--- config.mk ---
export PLATFORM = sky130hd
export DESIGN_NAME = trace_capture_ctrl
export DESIGN_NICKNAME = d
export VERILOG_FILES = /design/src/rtl/trace_capture_ctrl.sv
export SDC_FILE = /design/constraint.sdc
export NUM_CORES = 1
export LEC_CHECK = 0
export ABC_AREA = 0
export CAP_MARGIN = 20
export CORE_MARGIN = 2
export CORE_UTILIZATION = 41
export CTS_CLUSTER_SIZE = 30
export DETAILED_ROUTE_END_ITERATION = 8
export HOLD_SLACK_MARGIN = 0.1
export PLACE_DENSITY = 0.67
export REMOVE_ABC_BUFFERS = 1
export SKIP_CTS_REPAIR_TIMING = 1
export SYNTH_ARGS = -nofsm -noshare
export SYNTH_HDL_FRONTEND = slang
export SYNTH_SLANG_ARGS = --single-unit
--- constraint.sdc ---
create_clock -name clk -period 6.4 [get_ports clk]
set_clock_uncertainty 0.1 [all_clocks]
set_input_delay 1.28 -clock clk [delete_from_list [all_inputs] [get_ports clk]]
set_output_delay 1.28 -clock clk [all_outputs]
set_load 0.1 [all_outputs]
--- src/rtl/trace_capture_ctrl.sv ---
// trace_capture_ctrl
// Capture controller in front of a 1-clock RAM with one read port and one
// write port. It keeps a circular pre-trigger history in the RAM. After the
// trigger it stores a fixed post-trigger window. It then drains all Depth
// entries, oldest first, as a ready/valid stream through a 2-entry buffer.
// No RAM read is issued while a write is possible, so the two ports never
// collide.
module trace_capture_ctrl #(
    parameter int Width    = 18,
    parameter int Depth    = 64,
    parameter int PostTrig = 32,
    localparam int AddrBits = $clog2(Depth)
) (
    input  logic                clk,
    input  logic                rst_n,
    input  logic                arm,
    input  logic                abort,
    input  logic                smp_valid,
    input  logic [Width-1:0]    smp_data,
    input  logic                trig,
    output logic                ram_wr_en,
    output logic [AddrBits-1:0] ram_wr_addr,
    output logic [Width-1:0]    ram_wr_data,
    output logic [AddrBits-1:0] ram_rd_addr,
    input  logic [Width-1:0]    ram_rd_data,
    output logic                out_valid,
    input  logic                out_ready,
    output logic [Width-1:0]    out_data,
    output logic                out_last,
    output logic                busy,
    output logic                triggered,
    output logic                done
);

    localparam int CntBits = $clog2(Depth + 1);

    localparam logic [1:0] S_IDLE = 2'd0;
    localparam logic [1:0] S_PRE  = 2'd1;
    localparam logic [1:0] S_POST = 2'd2;
    localparam logic [1:0] S_READ = 2'd3;

    localparam logic [CntBits-1:0]  PreLen   = CntBits'(Depth - PostTrig);
    localparam logic [CntBits-1:0]  PostLen  = CntBits'(PostTrig);
    localparam logic [CntBits-1:0]  DepthCnt = CntBits'(Depth);
    localparam logic [AddrBits-1:0] AddrMax  = AddrBits'(Depth - 1);

    logic [1:0]          state_q, state_d;
    logic [AddrBits-1:0] wptr_q, wptr_d;
    logic [AddrBits-1:0] rptr_q, rptr_d;
    logic [CntBits-1:0]  pre_cnt_q, pre_cnt_d;
    logic [CntBits-1:0]  post_cnt_q, post_cnt_d;
    logic [CntBits-1:0]  rd_cnt_q, rd_cnt_d;
    logic                triggered_q, triggered_d;

    // Readout pipeline: one RAM read in flight plus a 2-entry output buffer.
    logic                pend_q, pend_d;
    logic                pend_last_q, pend_last_d;
    logic [1:0]          count_q, count_d;
    logic                head_q, head_d;
    logic [Width-1:0]    buf_data_q [2];
    logic                buf_last_q [2];

    logic                wr_fire;
    logic                trig_accept;
    logic                pop;
    logic                rd_issue;
    logic                final_pop;
    logic                tail;
    logic [2:0]          occ;
    logic [AddrBits-1:0] wptr_inc;
    logic [AddrBits-1:0] rptr_inc;

    // Handshake and pipeline-credit terms shared by the next-state logic.
    always_comb begin
        wr_fire     = smp_valid && (state_q == S_PRE || state_q == S_POST);
        trig_accept = (state_q == S_PRE) && smp_valid && trig && (pre_cnt_q >= PreLen);
        pop         = (count_q != 2'd0) && out_ready;
        // Buffer slots already committed after this cycle's pop. A new read
        // is issued only if its data is sure to find a free slot.
        occ         = {1'b0, count_q} + {2'b00, pend_q} - {2'b00, pop};
        rd_issue    = (state_q == S_READ) && (rd_cnt_q != DepthCnt) && (occ < 3'd2);
        final_pop   = (state_q == S_READ) && pop && buf_last_q[head_q];
        tail        = head_q ^ count_q[0];
        wptr_inc    = (wptr_q == AddrMax) ? '0 : wptr_q + 1'b1;
        rptr_inc    = (rptr_q == AddrMax) ? '0 : rptr_q + 1'b1;
    end

    // Next-state logic for the capture FSM, pointers and readout bookkeeping.
    always_comb begin
        // NOTE: every variable gets a default first, so no path can leave one
        // unassigned and infer a latch.
        state_d     = state_q;
        wptr_d      = wptr_q;
        rptr_d      = rptr_q;
        pre_cnt_d   = pre_cnt_q;
        post_cnt_d  = post_cnt_q;
        rd_cnt_d    = rd_cnt_q;
        triggered_d = triggered_q;
        pend_d      = rd_issue;
        pend_last_d = rd_issue && (rd_cnt_q == DepthCnt - 1'b1);
        count_d     = count_q + {1'b0, pend_q} - {1'b0, pop};
        head_d      = head_q ^ pop;

        case (state_q)
            S_IDLE: begin
                if (arm) begin
                    state_d    = S_PRE;
                    wptr_d     = '0;
                    pre_cnt_d  = '0;
                    post_cnt_d = '0;
                end
            end
            S_PRE: begin
                if (wr_fire) begin
                    wptr_d = wptr_inc;
                    if (pre_cnt_q != PreLen) pre_cnt_d = pre_cnt_q + 1'b1;
                end
                // The trigger sample is written in this cycle and counts as
                // post sample 1.
                if (trig_accept) begin
                    triggered_d = 1'b1;
                    post_cnt_d  = CntBits'(1);
                    state_d     = (PostTrig == 1) ? S_READ : S_POST;
                end
            end
            S_POST: begin
                if (wr_fire) begin
                    wptr_d     = wptr_inc;
                    post_cnt_d = post_cnt_q + 1'b1;
                    if (post_cnt_q + 1'b1 == PostLen) state_d = S_READ;
                end
            end
            S_READ: begin
                if (rd_issue) begin
                    rptr_d   = rptr_inc;
                    rd_cnt_d = rd_cnt_q + 1'b1;
                end
                if (final_pop) begin
                    state_d     = S_IDLE;
                    triggered_d = 1'b0;
                end
            end
            default: state_d = S_IDLE;
        endcase

        // The RAM is always full when the capture ends, so the next write
        // slot holds the oldest sample.
        if (state_q != S_READ && state_d == S_READ) begin
            rptr_d   = wptr_d;
            rd_cnt_d = '0;
        end

        // Abort overrides everything: the in-flight read and the buffer are
        // discarded.
        if (abort) begin
            state_d     = S_IDLE;
            triggered_d = 1'b0;
            count_d     = 2'd0;
            head_d      = 1'b0;
            pend_d      = 1'b0;
            pend_last_d = 1'b0;
        end
    end

    // Control state registers.
    always_ff @(posedge clk or negedge rst_n) begin
        if (!rst_n) begin
            state_q     <= S_IDLE;
            wptr_q      <= '0;
            rptr_q      <= '0;
            pre_cnt_q   <= '0;
            post_cnt_q  <= '0;
            rd_cnt_q    <= '0;
            triggered_q <= 1'b0;
            pend_q      <= 1'b0;
            pend_last_q <= 1'b0;
            count_q     <= 2'd0;
            head_q      <= 1'b0;
        end else begin
            // NOTE: sequential state uses non-blocking assignments so that
            // every register samples the pre-edge values.
            state_q     <= state_d;
            wptr_q      <= wptr_d;
            rptr_q      <= rptr_d;
            pre_cnt_q   <= pre_cnt_d;
            post_cnt_q  <= post_cnt_d;
            rd_cnt_q    <= rd_cnt_d;
            triggered_q <= triggered_d;
            pend_q      <= pend_d;
            pend_last_q <= pend_last_d;
            count_q     <= count_d;
            head_q      <= head_d;
        end
    end

    // Output buffer: RAM data lands in the tail slot one cycle after its read.
    always_ff @(posedge clk or negedge rst_n) begin
        if (!rst_n) begin
            // NOTE: this two-entry buffer drives out_data directly, so it is
            // reset so that every output reads zero during reset. The large
            // capture RAM is left unreset.
            buf_data_q[0] <= '0;
            buf_data_q[1] <= '0;
            buf_last_q[0] <= 1'b0;
            buf_last_q[1] <= 1'b0;
        end else if (pend_q && !abort) begin
            buf_data_q[tail] <= ram_rd_data;
            buf_last_q[tail] <= pend_last_q;
        end
    end

    assign ram_wr_en   = wr_fire;
    assign ram_wr_addr = wptr_q;
    assign ram_wr_data = smp_data;
    assign ram_rd_addr = rptr_q;
    assign out_valid   = (count_q != 2'd0);
    assign out_data    = buf_data_q[head_q];
    assign out_last    = out_valid && buf_last_q[head_q];
    assign busy        = (state_q != S_IDLE);
    assign triggered   = triggered_q;
    assign done        = final_pop && !abort;

endmodule

==> results of run 1 <==
[logic make-up after synthesis]
logic type                 count (synthesis)  synth area share [%]
and+or+nand+nor                          104                 12.03
DFF                                       79                 46.69
muxes                                     63                 16.78
AOI/OAI and AO/OA                         59                 9.782
buffers and inverters                     46                 5.969
xor gates and xnor gates                  20                 4.137
adders and majority gates                 15                 4.610
[power groups by stage]
stage | sequential [W] | clock (W) | combinational [W]
after floorplan | 0.000729 | 0 | 0.000710
final | 0.000666 | 0.000427 | 0.00100
after CTS | 0.000667 | 0.000438 | 0.00101
after global placement | 0.000672 | 0 | 0.000993
after detailed placement | 0.000677 | 0 | 0.00100
after global routing | 0.000680 | 0.000462 | 0.00106
[critical path, delay by kind of cell]
| family | cells | cell delay (ns) |
|---|---|---|
| buf+inv | 3 | 1.91 |
| simple gates | 1 | 0.20 |
[flip-flops by register name, indices dropped and copies added, names as in the netlist]
name / cells
buf_data_q: 36
pre_cnt_q: 7
post_cnt_q: 7
pend_q: 1
ram_wr_addr: 6
ram_rd_addr: 6
head_q: 1
state_q: 2
rd_cnt_q: 7
count_q: 2
triggered: 1
pend_last_q: 1
buf_last_q: 2
[metal layers]
layer | share of wire [%] | GRT usage [%] | up-vias | wire [µm]
met5 | 0 | 0 | - | 0
met4 | 1.3 | 5.075 | 0 | 116
met3 | 6.7 | 4.205 | 12 | 589
met2 | 42 | 22.81 | 99 | 3744
met1 | 49 | 23.91 | 1453 | 4360
li1 | - | - | 1439 | -
[cell usage in the layout, fill, tap and decap left out, drive strengths merged, types with 2 or more instances in the layout]
cell,Yosys,layout
a211oi,2,2
a21o,2,2
a21oi,8,8
a221o,3,3
a22o,2,2
a31oi,4,4
a41oi,2,2
and3,4,4
and4,2,2
buf,24,4
bufinv,0,2
clkbuf,6,9
clkdlybuf4s50,0,59
clkinvlp,0,2
dfrtp,79,79
ha,14,14
inv,16,19
mux2,61,61
mux2i,2,2
nand2,24,24
nand2b,4,4
nand3,10,10
nand4,10,10
nor2,35,35
nor2b,6,6
nor3,4,4
o21ai,19,19
o31ai,3,3
or2,2,2
or4,2,2
xnor2,3,3
xor2,17,17
[final cells by class]
cell class | count | area, µm²
flip-flops and latches | 79 | 1977
clock inverters | 7 | 103.9
inverters | 16 | 60.06
repair buffers | 63 | 640.6
well taps | 136 | 170.2
fillers | 904 | 5105
clock buffers | 9 | 123.9
multi-input cells | 261 | 2004
[metrics by stage]
step	util, %	std cells	setup WS, ns	total power (W)
final	49.88	571	1.633	0.002094
after global routing	49.88	571	1.526	0.002202
after CTS	49.61	570	1.658	0.002110
after detailed placement	47.37	554	1.668	0.001678
after global placement	47.37	554	1.708	0.001665
after floorplan	-	356	1.015	0.001438
[worst max path at each step]
stage | from | endpoint | slack [ns] | cells after the start
after floorplan | head_q | done | 1.01 | 4
after global placement | smp_valid | ram_wr_en | 1.71 | 4
after detailed placement | smp_valid | ram_wr_en | 1.67 | 4
after CTS | smp_valid | ram_wr_en | 1.66 | 4
after global routing | smp_valid | ram_wr_en | 1.53 | 4
final | smp_valid | ram_wr_en | 1.63 | 4
==> reports/results.ini, run 1 <==
[yosys]
ys.flop_type = dfrtp_1
syn_inst = 386
synthTopCellsByArea = dfrtp_1, mux2_2, ha_1, xor2_1, buf_4
synth_top_area_cell = dfrtp_1
synth_top_area_share_pct = 46.69
synth_area_per_cell_um2 = 10.97
yosys_register_bits = 79
ys_seq_area_share_pct = 46.69
synth.distinct_cells = 54
yosysMostFrequentCell = dfrtp_1
syn_area_um2 = 4234
yosysWarnings = 0
synth_edf_count = 0
synth_commonest_cells = dfrtp_1, mux2_2, nor2_1, nand2_1, o21ai_0
synthArstFlopShare_pct = 100.0

[sta]
holdWs_ns = 0.3951
hold_viol = 0
worst_pin_slew_ns = 1.022
fin_crit_sh_pct = 74.49
fin_crit_ns = 4.767
setup_tns_ns = 0
slew_headroom_pct = 31.63
setup_violations = 0
fmax_ghz = 0.2098
rsz0062_at_grt = no
slew_viol_final = 0

[clocking]
cts.sink_count = 79
h-tree-depth = 3
cts_buffer_depth = 2
clkTransAtPathRegs_ns = 0.09
numCtsBuffers = 9
clock_latency_ns = 0.35
cts_tree = done
cts_root_buffer = clkbuf_8

[worst_hold_path]
worstHoldStart = rd_cnt_q[6]
min_path_type = register to register
whs_endpoint = pend_last_q
worstHoldPathCells = 1

[drt]
num_vias = 3003
drtPass1Iterations = 7
viasPerCell = 5.259
drtAntennaViolNets = 0
detail_route.iter0.violations = 123
drcViolationCount = 0
routed_wl_um = 8810
wl_per_cell_um = 15.43

[setup_path]
r2r-start = count_q[0]
end_kind = primary output
cp_slowest_cell = clkdlybuf4s50_1
cp_common_cell = clkdlybuf4s50_1
cp_max_fo = 11
reg2reg_slack_ns = 3.33
rr_endpoint = rd_cnt_q[6]
worstPathArrival_ns = 3.39
max_stage_delay_ns = 1.13
critical_path_required_ns = 5.02
critPathKind = input port to primary output
crit_chain = clkdlybuf4s50_1, nand2_1, inv_1, clkdlybuf4s50_1
worst_setup_path_start_kind = input port
r2r_cells = 12

[cells_and_area]
layout-drive-gt1-share_pct = 20.69
fin_area_um2 = 5080
final_nets = 488
syn_to_final_growth_pct = 19.98
antenna_cells = 0

[power]
power.share.clock_pct = 20.4
combPwrFrac_pct = 47.8
leakagePower_nw = 2.350
powerDensity_nw_per_um2 = 412.1
irDropWorstVdd_mv = 0.2704
seqPwrFrac_pct = 31.8
switchingPower_w = 0.0009864
swShare_pct = 47.11
intPower_w = 0.001107

[grt]
track_usage_pct = 16.07
antenna_found_initial = 0
grt_pass1_wl_um = 14390
grt_pass1_vias = 2889
grt_max_degree = 80
grt_overflow = 0

[floorplanning]
fp.dieW_um = 105.6
ioPinCount = 97
core_um2 = 10180
fp-row-count = 37
die_h_um = 105.6
initial_core_util_pct = 41.57
die_area_um2 = 11160

[outcome]
status = complete, no violations

[placed_design]
placed_area_um2 = 4825
io_buffers = 60
gp_congestion = 0.8205
dp_hpwl_um = 6041

[job]
cap_violations = 0

No activity file was read; power rests on OpenSTA's default activity.
==> inputs of run 2 (changes only) <==
- PLACE_DENSITY: 0.67 -> 0.7
- clock period: 6.4 -> 4.1 ns (I/O delays scaled with it)
==> run 2 against run 1 <==
Die area is the same. Clock power grew 28%. Routed wire length grew 1.2%. Global-route usage grew 0.80 points. Largest cell class unchanged.
==> reports/results.ini, run 2 (synthesis gave the netlist of run 1 again) <==
[outcome]
status = complete, no violations

[cells_and_area]
syn_to_final_growth_pct = 18.06
final_cells = 573  ; +0.35%
largest_register_ffs = 36  ; unchanged
layout-drive-gt1-share_pct = 26.09  ; +5.4 points
seqCellArea_um2 = 1977  ; unchanged
layout_common_cells = dfrtp_1, mux2_2, clkdlybuf4s50_1
multi_input_area_um2 = 2004  ; unchanged
final_common_cell = dfrtp_1
num-fill-cells = 941  ; +4.1%
final_nets = 490  ; +0.41%
fin_area_um2 = 4999  ; -1.6%
antenna_cells = 0  ; unchanged
top_register = buf_data_q

[clocking]
cts_buffer_depth = 2  ; unchanged
numCtsBuffers = 9  ; unchanged
cts_tree = done
cts.sink_count = 79  ; unchanged
clkTransAtPathRegs_ns = 0.09  ; about the same
h-tree-depth = 3  ; unchanged
cts_root_buffer = clkbuf_8
clock_latency_ns = 0.36  ; about the same

[placed_design]
dpl_worst_slack_ns = 0.3396  ; -1.328 ns
dp.cells = 556  ; +0.36%
placed_area_um2 = 4785  ; -0.83%
gp_congestion = 0.8508  ; +3.7%
io_buffers = 60  ; unchanged
dp_hpwl_um = 6212  ; +2.8%

[setup_path]
critPathKind = input port to register
reg2reg_slack_ns = 1.06  ; -2.27 ns
worstPathArrival_ns = 3.50  ; +0.11 ns
critical_path_required_ns = 4.23  ; -0.79 ns
max_stage_delay_ns = 0.43  ; -0.70 ns
cp_max_fo = 8  ; -3
crit_chain = clkdlybuf4s50_1, o21ai_0, inv_1, ha_1, inv_1, ha_1, fa_1, xor2_1, o2111a_2, and3_1, nand4_1, xor2_1, nor2_1
cp_slowest_cell = clkdlybuf4s50_1
worst_setup_path_start_kind = input port
end_kind = register

[floorplanning]
fp-row-count = 37  ; unchanged
core_um2 = 10180  ; unchanged
die_area_um2 = 11160  ; unchanged
initial_core_util_pct = 41.57  ; unchanged
fp.dieW_um = 105.6  ; unchanged
ioPinCount = 97  ; unchanged
die_h_um = 105.6  ; unchanged

[power]
powerDensity_nw_per_um2 = 624.9  ; +52%
leakagePower_nw = 2.386  ; +1.5%
p_total_w = 0.003124  ; +49%
irDropWorstVdd_mv = 0.3314  ; +23%

[grt]
grt_pass1_wl_um = 14950  ; +3.9%
grt_max_degree = 80  ; unchanged
grt_pass1_vias = 3106  ; +7.5%
track_usage_pct = 16.87  ; +0.80 points
grt_overflow = 0  ; unchanged
antenna_found_initial = 0  ; unchanged

[sta]
hold_viol = 0  ; unchanged
slew_headroom_pct = 33.00  ; +1.4 points
rsz0062_at_grt = no
fin_crit_ns = 3.364
slew_viol_final = 0  ; unchanged
setup_violations = 0  ; unchanged
worst_pin_slew_ns = 1.002  ; -0.02059 ns
fmax_ghz = 0.2972
setup_ws_ns = 0.7358  ; -0.8967 ns
fin_crit_sh_pct = 82.05

[drt]
drcViolationCount = 0  ; unchanged
routed_wl_um = 8912  ; +1.2%
num_vias = 3107  ; +3.5%
detail_route.iter0.violations = 140  ; +14%
drtAntennaViolNets = 0  ; unchanged
drtPass1Iterations = 6  ; -1
wl_per_cell_um = 15.55  ; +0.80%
viasPerCell = 5.422  ; +3.1%

[worst_hold_path]
min_path_type = input port to async pin

[job]
cap_violations = 0  ; unchanged

## run 2: cell types whose count changed in the layout (fill, tap and decap cells not counted)
cell / delta
buf_4: +24
bufinv_16: -2
clkdlybuf4s50_1: -22
clkinv_4: +3
clkinvlp_4: -1
## run 2: critical path, delay by kind of cell
| family | cells | cell delay (ns) |
|---|---|---|
| adders and majority gates | 3 | 0.84 |
| xor gates and xnor gates | 2 | 0.38 |
| AOI/OAI and AO/OA | 2 | 0.50 |
| and+or+nand+nor | 3 | 0.40 |
| buffers and inverters | 3 | 0.55 |
## run 2: routing by layer
layer / vias up / global-route usage (%) / routed length [µm]
li1: 1446 / - / -
met1: 1549 / 23.04 / 4137
met2: 100 / 25.76 / 4098
met3: 12 / 4.329 / 550
met4: 0 / 6.579 / 126
met5: - / 0 / 0
## run 2: power by group
group	total, W	switching [W]	internal (W)	leakage, nW
Combinational	0.00156	0.00111	0.000448	1.20
Sequential	0.00102	0.000108	0.000910	1.09
Clock	0.000548	0.000317	0.000231	0.0923
Total	0.00312	0.00153	0.00159	2.39
## run 2: worst paths after layout
kind                       cells past startpoint         from        endpoint
setup / recovery                              13    out_ready     rd_cnt_q[6]
hold / removal                                 1        rst_n  buf_data_q[34]
setup reg to reg                              12   count_q[0]     rd_cnt_q[6]
hold reg to reg                                1  rd_cnt_q[6]     pend_last_q
max in group asynchronous                      2        rst_n  ram_wr_addr[2]
min in group clk                               1  rd_cnt_q[6]     pend_last_q
## run 2: cell type report
type | count | share of cell area [%]
multi-input cells | 261 | 40.10
flip-flops and latches | 79 | 39.55
repair buffers | 65 | 12.02
well taps | 136 | 3.404
clock buffers | 9 | 2.478
clock inverters | 7 | 1.252
inverters | 16 | 1.202
## run 2: metrics by stage
stage          hold WS (ns)  TNS, ns  utilization (%)
2_1_floorplan        0.3485  -0.8250                -
3_3_place_gp         0.3750        0            46.98
4_1_cts              0.3973        0            48.81
5_1_grt              0.1595        0            49.08
3_5_place_dp         0.3734        0            46.98
6_report             0.1734        0            49.08
